`src/rtl/id_ex_alu_stage.sv`:
```
// id_ex_alu_stage
//   ID/EX pipeline register and ALU front end for the 32-bit bit-slice ALU.
//   Latches the decoded instruction from ID, turns alu_op/funct into slice
//   controls (sel, binvert/cin), applies EX-stage operand forwarding and
//   drives the ALU operand buses. Supports stall (hold) and flush (bubble).
//
// Ports
//   clk, rst                  clock; synchronous active-high reset
//   stall, flush              hold ID/EX contents / insert a bubble
//   in_valid                  ID holds a real instruction
//   in_alu_op, in_funct       ALU operation class and R-type funct
//   in_rs_data, in_rt_data    register-file read data
//   in_imm, in_alu_src        sign-extended immediate and operand-B select
//   in_rs, in_rt, in_rd       register numbers; in_reg_dst picks rd vs rt
//   in_reg_write, in_mem_read, in_mem_write, in_mem_to_reg
//                             control bits carried toward MEM/WB
//   fwd_a, fwd_b              forwarding selects (00 reg, 10 EX/MEM, 01 MEM/WB)
//   exmem_result, memwb_result
//                             forwarded results
//   alu_a, alu_b              ALU operands
//   alu_sel, alu_binvert      slice mux select and B-invert / LSB carry-in
//   ex_valid, ex_illegal      EX-stage valid and unsupported-op flag
//   ex_store_data             forwarded rt value for stores
//   ex_dest, ex_rs, ex_rt     destination and source register numbers
//   ex_reg_write, ex_mem_read, ex_mem_write, ex_mem_to_reg
//                             registered controls, gated by validity
module id_ex_alu_stage #(
  parameter int WIDTH  = 32,
  parameter int REG_AW = 5
) (
  input  logic              clk,
  input  logic              rst,
  input  logic              stall,
  input  logic              flush,
  input  logic              in_valid,
  input  logic [1:0]        in_alu_op,
  input  logic [5:0]        in_funct,
  input  logic [WIDTH-1:0]  in_rs_data,
  input  logic [WIDTH-1:0]  in_rt_data,
  input  logic [WIDTH-1:0]  in_imm,
  input  logic              in_alu_src,
  input  logic [REG_AW-1:0] in_rs,
  input  logic [REG_AW-1:0] in_rt,
  input  logic [REG_AW-1:0] in_rd,
  input  logic              in_reg_dst,
  input  logic              in_reg_write,
  input  logic              in_mem_read,
  input  logic              in_mem_write,
  input  logic              in_mem_to_reg,
  input  logic [1:0]        fwd_a,
  input  logic [1:0]        fwd_b,
  input  logic [WIDTH-1:0]  exmem_result,
  input  logic [WIDTH-1:0]  memwb_result,
  output logic [WIDTH-1:0]  alu_a,
  output logic [WIDTH-1:0]  alu_b,
  output logic [1:0]        alu_sel,
  output logic              alu_binvert,
  output logic              ex_valid,
  output logic [WIDTH-1:0]  ex_store_data,
  output logic [REG_AW-1:0] ex_dest,
  output logic              ex_reg_write,
  output logic              ex_mem_read,
  output logic              ex_mem_write,
  output logic              ex_mem_to_reg,
  output logic [REG_AW-1:0] ex_rs,
  output logic [REG_AW-1:0] ex_rt,
  output logic              ex_illegal
);

  typedef struct packed {
    logic [1:0] sel;
    logic       binv;
    logic       legal;
  } dec_t;

  // Unsupported operations fall back to a plain add so the ALU still sees a
  // well-defined control word; legality is reported separately.
  function automatic dec_t alu_decode(input logic [1:0] op, input logic [5:0] funct);
    dec_t d;
    d = '{sel: 2'b10, binv: 1'b0, legal: 1'b1};
    case (op)
      2'b00: d.binv = 1'b0;
      2'b01: d.binv = 1'b1;
      2'b10: begin
        case (funct)
          6'b100000: d.binv = 1'b0;
          6'b100010: d.binv = 1'b1;
          6'b100100: d.sel  = 2'b00;
          6'b100101: d.sel  = 2'b01;
          6'b101010: begin
            d.sel  = 2'b11;
            d.binv = 1'b1;
          end
          default:   d.legal = 1'b0;
        endcase
      end
      default: d.legal = 1'b0;
    endcase
    return d;
  endfunction

  // Select 11 is unused by the hazard unit and behaves like 00.
  function automatic logic signed [WIDTH-1:0] fwd_mux(
    input logic [1:0]              sel,
    input logic signed [WIDTH-1:0] regv,
    input logic signed [WIDTH-1:0] exmem,
    input logic signed [WIDTH-1:0] memwb
  );
    case (sel)
      2'b10:   return exmem;
      2'b01:   return memwb;
      default: return regv;
    endcase
  endfunction

  dec_t dec_p0;
  assign dec_p0 = alu_decode(in_alu_op, in_funct);

  logic                     vld_p1;
  logic                     reg_write_p1, mem_read_p1, mem_write_p1, mem_to_reg_p1;
  logic [1:0]               sel_p1;
  logic                     binv_p1, illegal_p1;
  logic signed [WIDTH-1:0]  rs_data_p1, rt_data_p1, imm_p1;
  logic                     alu_src_p1;
  logic [REG_AW-1:0]        rs_p1, rt_p1, dest_p1;

  // ---- ID -> EX register boundary ----
  always_ff @(posedge clk) begin
    if (rst) begin
      vld_p1        <= 1'b0;
      reg_write_p1  <= 1'b0;
      mem_read_p1   <= 1'b0;
      mem_write_p1  <= 1'b0;
      mem_to_reg_p1 <= 1'b0;
      sel_p1        <= 2'b00;
      binv_p1       <= 1'b0;
      illegal_p1    <= 1'b0;
      rs_data_p1    <= '0;
      rt_data_p1    <= '0;
      imm_p1        <= '0;
      alu_src_p1    <= 1'b0;
      rs_p1         <= '0;
      rt_p1         <= '0;
      dest_p1       <= '0;
    end else if (flush) begin
      // Bubble: only controls matter, data fields are left as they were.
      vld_p1        <= 1'b0;
      reg_write_p1  <= 1'b0;
      mem_read_p1   <= 1'b0;
      mem_write_p1  <= 1'b0;
      mem_to_reg_p1 <= 1'b0;
      sel_p1        <= 2'b00;
      binv_p1       <= 1'b0;
      illegal_p1    <= 1'b0;
    end else if (!stall) begin
      // An invalid slot loads exactly like a bubble on the control side.
      vld_p1        <= in_valid;
      reg_write_p1  <= in_valid & in_reg_write & dec_p0.legal;
      mem_read_p1   <= in_valid & in_mem_read;
      mem_write_p1  <= in_valid & in_mem_write & dec_p0.legal;
      mem_to_reg_p1 <= in_valid & in_mem_to_reg;
      sel_p1        <= in_valid ? dec_p0.sel : 2'b00;
      binv_p1       <= in_valid & dec_p0.binv;
      illegal_p1    <= in_valid & ~dec_p0.legal;
      rs_data_p1    <= in_rs_data;
      rt_data_p1    <= in_rt_data;
      imm_p1        <= in_imm;
      alu_src_p1    <= in_alu_src;
      rs_p1         <= in_rs;
      rt_p1         <= in_rt;
      dest_p1       <= in_reg_dst ? in_rd : in_rt;
    end
  end

  // ---- EX operand forwarding (combinational on registered data) ----
  logic signed [WIDTH-1:0] fa_p1, fb_p1;
  assign fa_p1 = fwd_mux(fwd_a, rs_data_p1, exmem_result, memwb_result);
  assign fb_p1 = fwd_mux(fwd_b, rt_data_p1, exmem_result, memwb_result);

  assign alu_a         = fa_p1;
  assign alu_b         = alu_src_p1 ? imm_p1 : fb_p1;
  assign ex_store_data = fb_p1;
  assign alu_sel       = sel_p1;
  assign alu_binvert   = binv_p1;
  assign ex_valid      = vld_p1;
  assign ex_dest       = dest_p1;
  assign ex_reg_write  = reg_write_p1;
  assign ex_mem_read   = mem_read_p1;
  assign ex_mem_write  = mem_write_p1;
  assign ex_mem_to_reg = mem_to_reg_p1;
  assign ex_rs         = rs_p1;
  assign ex_rt         = rt_p1;
  assign ex_illegal    = illegal_p1;

endmodule

```
`config.mk`:
```
export PLATFORM = sky130hd
export DESIGN_NAME = id_ex_alu_stage
export DESIGN_NICKNAME = d
export VERILOG_FILES = /design/src/rtl/id_ex_alu_stage.sv
export SDC_FILE = /design/constraint.sdc
export NUM_CORES = 1
export LEC_CHECK = 0
export ABC_AREA = 1
export CAP_MARGIN = 40
export CORE_MARGIN = 1.5
export CORE_UTILIZATION = 37
export DETAILED_ROUTE_END_ITERATION = 10
export GPL_TIMING_DRIVEN = 1
export PLACE_DENSITY = 0.78
export SYNTH_ARGS = -nofsm -noshare
export SYNTH_HDL_FRONTEND = slang
export SYNTH_SLANG_ARGS = --single-unit
```
`constraint.sdc`:
```
create_clock -name clk -period 2.2 [get_ports clk]
set_input_delay 0.66 -clock clk [delete_from_list [all_inputs] [get_ports clk]]
set_output_delay 0.66 -clock clk [all_outputs]
set_load 0.01 [all_outputs]
```
==> results.ini, run 1 <==
[final_layout]
post_route_cells_drive_above_1_share_pct = 34.6
final_cell_mix = 221 x nor2_1, 208 x clkdlybuf4s50_1, 151 x nand2_1
reg.largest.list = imm_p1 (32), rs_data_p1 (32), rt_data_p1 (32)
final_common_cell = nor2_1
nFillCells = 1252
syn2layout_area_growth_pct = 90.7
final_cells = 1556
nets = 1528

[power]
power-per-cell-area_nw_per_um2 = 643
peakVddDrop_uv = 598
p_sw_share_pct = 32.7
p_leak_nw = 5.06
seq_power_share_pct = 31.2
clkPwrFrac_pct = 33.4
internal_power_mw = 5.26
power.switching_mw = 2.56
comb_power_share_pct = 35.4

[global_routing]
grt_pass1_wl_um = 45500
grt_start_max_net_pins = 46
antenna_found_initial = 2
grt_pass1_vias = 8062
grt_use_total_pct = 32.5
grt_overflow = 0

[timing]
relSlewSlack_pct = 75.6
setup_tns_ps = -22550
fin_skew_ps = 0
finalCriticalPeriod_ps = 2610
drv_slew = 0
layout_setup_ws_ps = -410
setup_violations = 96
hold_viol_final = 0
tightest_slew_ps = 367
rsz0062_at_grt = yes
fin_crit_sh_pct = 119
fmax_mhz = 383

[die]
dieArea_sq_um = 18000
io_pins = 318
die_height_um = 134
rows = 47
chipWidth_um = 134
core-area_sq_um = 16700
start_util_pct = 38.2

[run_status]
outcome = finished, violations left
failed_checks = negative setup slack

[routing]
drc = 0
wirelength_um = 30100
drtPass1Iterations = 5
first_iter_violations = 624
routedWlPerCell_um = 19.4
vias_per_cell = 5.23
num_vias = 8133
postRouteAntennaNets = 0

[setup_path]
slowest_stage = ha_4
path_cells = buf_8, inv_6, ha_4, buf_12, buf_8, buf_12, a21oi_4, a21oi_4, nand2_2, nand2_2, buf_6
crit_fanout = 6
rr_worst_depth = 3
crit_required_ps = 1540
reg2reg_from = alu_src_p1
regToRegSetupSlack_ps = 1350
worst-setup-path-type = in2out
cp_slowest_stage_delay_ps = 300
crit_buf_inv = 6
critPathTopFamily = buffers and inverters
endpoint_kind = primary output
reg2reg_to = alu_src_p1
crit_path_start_kind = input pin
arrival_ps = 1950

[place]
dp_slack_ps = -1300
place_hpwl_um = 19900
dp.cells = 1486
place_congestion = 0.979
port_buffers = 317

[synth]
syn-cell-area_sq_um = 6370
ys_ff_latch = 121
syn_area_per_cell_sq_um = 6.60
synth_warnings = 0
syn-num-nets = 1172
synthCells = 966
ys_seq_area_share_pct = 38.0
ys_types = 23

[clock_network]
root_buffer = clkbuf_16
numClockSinks = 121
htreeDepth = 4
clk_latency_ps = 420
cts_tree = yes
cts_buffer_depth = 2
cts_inserted_buffers = 17
clk_pin_slew_worst_paths_ps = 60

[worst_hold_path]
whs_endpoint = ex_reg_write
hold_depth = 2
hp-start = ex_reg_write
hold_path_class = reg2reg

[job]
max-cap-violations = 0

## cells by family (layout without fill, tap and decap cells)
kind of cell               Yosys count  count (layout)  share of synthesized area [%]
buffers and inverters               96             464                           9.24
DFF                                121             121                           38.0
adders and majority gates            8               8                           1.57
and+or+nand+nor                    479             479                           28.8
AOI/OAI and AO/OA                  262             262                           22.4
other                                0               2                              0
## cell usage after synthesis
master / count / area (sq um)
or2_2: 1 / 6.26
inv_2: 2 / 7.51
dfxtp_1: 121 / 2420
nand3_1: 6 / 30.0
buf_4: 3 / 22.5
inv_1: 22 / 82.6
o21bai_1: 1 / 7.51
buf_2: 19 / 95.1
nand4_1: 2 / 12.5
clkbuf_8: 3 / 41.3
nor2_4: 1 / 11.3
clkbuf_1: 27 / 101
nor2_8: 1 / 20.0
nor2_1: 281 / 1050
a21oi_2: 30 / 263
buf_8: 7 / 105
nand2_1: 187 / 702
o21ai_0: 113 / 566
buf_1: 1 / 3.75
a21oi_1: 118 / 591
ha_1: 8 / 100
inv_4: 1 / 6.26
buf_6: 11 / 124
## area by class of cell
class / instances / area, sq um / area share [%]
Sequential cell: 121 / 2420 / 19.9
Timing Repair Buffer: 407 / 4230 / 34.8
Timing Repair inverter: 1 / 11.3 / 0.0926
Tap cell: 220 / 275 / 2.26
Inverter: 25 / 128 / 1.05
Clock inverter: 10 / 70.1 / 0.576
Multi-Input combinational cell: 749 / 4550 / 37.4
Clock buffer: 21 / 470 / 3.87
Antenna cell: 2 / 5.00 / 0.0412
## how the worst max path moves through the flow
stage	from	cells past startpoint	endpoint	slack (ps)
finish	fwd_b[0]	11	alu_b[17]	-410
global route	fwd_b[0]	11	alu_b[6]	-430
CTS	fwd_b[0]	11	alu_b[21]	-440
detailed placement	fwd_b[0]	10	alu_b[30]	-1300
global placement	fwd_b[0]	10	alu_b[12]	-1320
floorplan	fwd_b[1]	8	alu_b[22]	-70
## power groups by stage
stage	Combinational [mW]	Clock, mW	Sequential [mW]
2_1_floorplan	0.998	0	2.44
3_3_place_gp	2.22	0	2.45
3_5_place_dp	2.22	0	2.45
4_1_cts	2.60	2.61	2.43
5_1_grt	2.92	2.70	2.45
6_report	2.77	2.61	2.44
## stage by stage
stage / utilization (%) / area [sq um] / hold slack [ps] / power, mW
CTS: 70.9 / 11800 / 465 / 7.63
global route: 72.8 / 12200 / 484 / 8.07
global placement: 61.0 / 10200 / 451 / 4.66
detailed placement: 61.0 / 10200 / 455 / 4.67
floorplan: - / 6710 / 474 / 3.44
finish: 72.8 / 12200 / 462 / 7.81
## worst reg2reg max path: stages (launching register included)
cell and delay, ps:
dfxtp_1 320, inv_1 150, buf_12 190, a21oi_1 80
## layer usage
metal / part of all wire (%) / track usage (%) / routed length [um]
met1: 42 / 41.8 / 12700
met2: 46 / 50.9 / 13900
met3: 7.4 / 7.26 / 2240
met4: 4.4 / 17.1 / 1310
met5: 0 / 0 / 0
## timing repair
action                                  4_1_cts  5_1_grt
gates cloned                                 12        1
pin swaps                                    57       48
endpoints found under the setup margin       96       96
gates resized for setup                     631      117
hold buffers                                  0        0
buffers inserted                             27       10
(Power assumes the default switching activity.)
==> inputs of run 2 (changes only) <==
--- a/config.mk
+++ b/config.mk
@@ -5,12 +5,13 @@
 export SDC_FILE = /design/constraint.sdc
 export NUM_CORES = 1
 export LEC_CHECK = 0
-export ABC_AREA = 1
+export ABC_CLOCK_PERIOD_IN_PS = 2200
 export CAP_MARGIN = 40
 export CORE_MARGIN = 1.5
-export CORE_UTILIZATION = 37
+export CORE_UTILIZATION = 36
 export DETAILED_ROUTE_END_ITERATION = 10
 export GPL_TIMING_DRIVEN = 1
+export MAX_ROUTING_LAYER = met4
 export PLACE_DENSITY = 0.78
 export SYNTH_ARGS = -nofsm -noshare
 export SYNTH_HDL_FRONTEND = slang
==> run 2 against run 1 <==
Compared with the run above:
- the run still ends with negative setup slack left
- clock power grew 15%
- utilization grew 6.1 points
- area after synthesis shrank 6.3%
- via count shrank 5.0%
- synthesized cell count shrank 17%
- worst hold slack lost 12 ps
- flip-flop and latch count is the same
- global-route usage grew 1.3 points
- critical path type unchanged
- largest power group is now the clock network
==> results.ini, run 2 <==
[run_status]
failed_checks = negative setup slack
outcome = finished, violations left

[synth]
synth_area_leaders = dfxtp_1 41%, nand2_1 18%, a21oi_1 9.1%
synth_edf_count = 0  ; unchanged
ys_types = 31  ; +35%
synthCells = 799  ; -17%
muxShareOfSynthArea_pct = 7.04  ; +7.0 points
synth_top_family_by_area = compound AO/OA/AOI/OAI gates
synth_ff_type = dfxtp_1
synth-compound-area-share_pct = 24.6  ; +2.2 points
synth_xor_area_share_pct = 0  ; unchanged
yosysTopAreaCell = dfxtp_1
syn-cell-area_sq_um = 5970  ; -6.3%
ys_seq_area_share_pct = 40.6  ; +2.6 points
ys_top_cells_by_count = 285 x nand2_1, 121 x dfxtp_1, 109 x a21oi_1, 67 x o21ai_0, 66 x a22oi_1
netlist.area_leader.share_pct = 40.6  ; +2.6 points
synthAdderAreaFrac_pct = 1.68  ; +0.11 points
synth-simple-area-share_pct = 20.0  ; -8.8 points
syn_area_per_cell_sq_um = 7.48  ; +13%
synth.most_common_cell = nand2_1
async_flop_share_pct = 0  ; unchanged
synth_warnings = 0  ; unchanged
ys_ff_latch = 121  ; unchanged
syn-num-nets = 1005  ; -14%

[routing]
routedWlPerCell_um = 21.2  ; +9.2%
wirelength_um = 30100  ; -0.12%
vias_per_cell = 5.43  ; +3.9%
num_vias = 7730  ; -5.0%
drtPass1Iterations = 6  ; +1
drc = 0  ; unchanged
first_iter_violations = 574  ; -8.0%
postRouteAntennaNets = 0  ; unchanged

[clock_network]
numClockSinks = 121  ; unchanged
cts_tree = yes
root_buffer = clkbuf_16
cts_inserted_buffers = 17  ; unchanged
clk_latency_ps = 420  ; about the same
cts_buffer_depth = 2  ; unchanged
clk_pin_slew_worst_paths_ps = 60  ; about the same
htreeDepth = 4  ; unchanged

[global_routing]
grt_start_max_net_pins = 63  ; +37%
grt_pass1_wl_um = 44000  ; -3.3%
grt_overflow = 0  ; unchanged
antenna_found_initial = 5  ; +3
grt_pass1_vias = 7718  ; -4.3%
grt_use_total_pct = 33.8  ; +1.3 points

[power]
peakVddDrop_uv = 594  ; -0.72%
p_leak_nw = 5.26  ; +4.0%
power_mw = 7.72  ; -1.1%
power-per-cell-area_nw_per_um2 = 609  ; -5.2%

[timing]
fin_crit_sh_pct = 124  ; +5.1 points
finalCriticalPeriod_ps = 2720  ; +112 ps
fmax_mhz = 367  ; -4.1%
relSlewSlack_pct = 73.7  ; -1.8 points
drv_slew = 0  ; unchanged
hold_viol_final = 0  ; unchanged
layout_setup_ws_ps = -522  ; -112 ps
tightest_slew_ps = 392  ; +25.5 ps
fin_skew_ps = 0  ; unchanged
rsz0062_at_grt = yes
setup_violations = 96  ; unchanged

[final_layout]
final_cell_mix = 226 x nand2_1, 185 x clkdlybuf4s50_1, 120 x dfxtp_1
nets = 1395  ; -8.7%
reg.largest.list = imm_p1 (32), rs_data_p1 (32), rt_data_p1 (32)
post_route_cells_drive_above_1_share_pct = 40.0  ; +5.5 points
post-route-util_pct = 78.9  ; +6.1 points
final_common_cell = nand2_1
syn2layout_area_growth_pct = 112

[setup_path]
crit_fanout = 7  ; +1
crit_path_start_kind = input pin
worst-setup-path-type = in2out
endpoint_kind = primary output
arrival_ps = 2060  ; +110 ps
crit_required_ps = 1540  ; about the same

[place]
place_hpwl_um = 18900  ; -5.3%
port_buffers = 317  ; unchanged
place_congestion = 0.935  ; -4.5%

[die]
die_height_um = 132  ; -1.8%
chipWidth_um = 132  ; -1.8%
start_util_pct = 37.2  ; -0.97 points
core-area_sq_um = 16100  ; -3.9%
dieArea_sq_um = 17400  ; -3.6%
io_pins = 318  ; unchanged
rows = 46  ; -2.1%

[worst_hold_path]
hold_path_class = reg2reg

[job]
max-cap-violations = 0  ; unchanged

-- run 2: critical path, cell delays in order --
cell	delay (ps)
buf_6	100
buf_6	110
ha_4	280
buf_8	160
buf_12	140
buf_6	110
nand2_4	50
o21ai_4	60
mux2_4	280
buf_6	120
-- run 2: where the power goes --
group          switching (mW)  internal, mW
clock                    1.12          1.89
combinational            1.05          1.29
sequential             0.0799          2.29
total                    2.25          5.47
-- run 2: cells by family after synthesis --
group	after synthesis
simple gates	302
compound gates	253
flops	121
buf+inv	77
mux	38
fa+ha+maj	8
-- run 2: metrics by stage --
| stage | worst slack, ps | setup TNS (ps) | area (sq um) | std cells | hold WS, ps |
|---|---|---|---|---|---|
| after floorplan | -122 | -3130 | 6940 | 799 | 436 |
| after global placement | -1270 | -102860 | 10600 | 1328 | 435 |
| after detailed placement | -1280 | -104700 | 10600 | 1328 | 444 |
| after CTS | -532 | -27490 | 12400 | 1407 | 455 |
| after global routing | -553 | -30280 | 12700 | 1423 | 470 |
| final | -522 | -27610 | 12700 | 1423 | 450 |
-- run 2: worst paths after layout --
kind | startpoint | endpoint | slack, ps | cells past startpoint
max | fwd_b[1] | alu_b[15] | -520 | 10
min | ex_mem_write | ex_mem_write | 450 | 2
max reg2reg | rs_data_p1[5] | rs_data_p1[5] | 1400 | 2
min reg2reg | ex_mem_write | ex_mem_write | 450 | 2
-- run 2: repair_timing --
item                       in CTS  in global routing
pin swaps                      85                 55
gates cloned                   14                  1
hold buffers                    0                  0
setup buffers                  34                 26
setup endpoints to repair      96                 96
resized for setup             642                 95
-- run 2: area by class of cell --
class	count	area, sq um
Sequential cell	121	2420
Inverter	7	38.8
Clock inverter	12	163
Antenna cell	5	12.5
Clock buffer	20	467
Timing Repair Buffer	441	4740
Tap cell	216	270
Fill cell	1014	3380
Multi-Input combinational cell	601	4560
-- run 2: layer usage --
metal,track usage (%),part of all wire [%],vias to the layer above
met2,55.2,50,403
li1,-,-,3538
met4,15.7,4.3,0
met3,7.19,6.8,105
met5,-,0,-
met1,39.9,39,3684
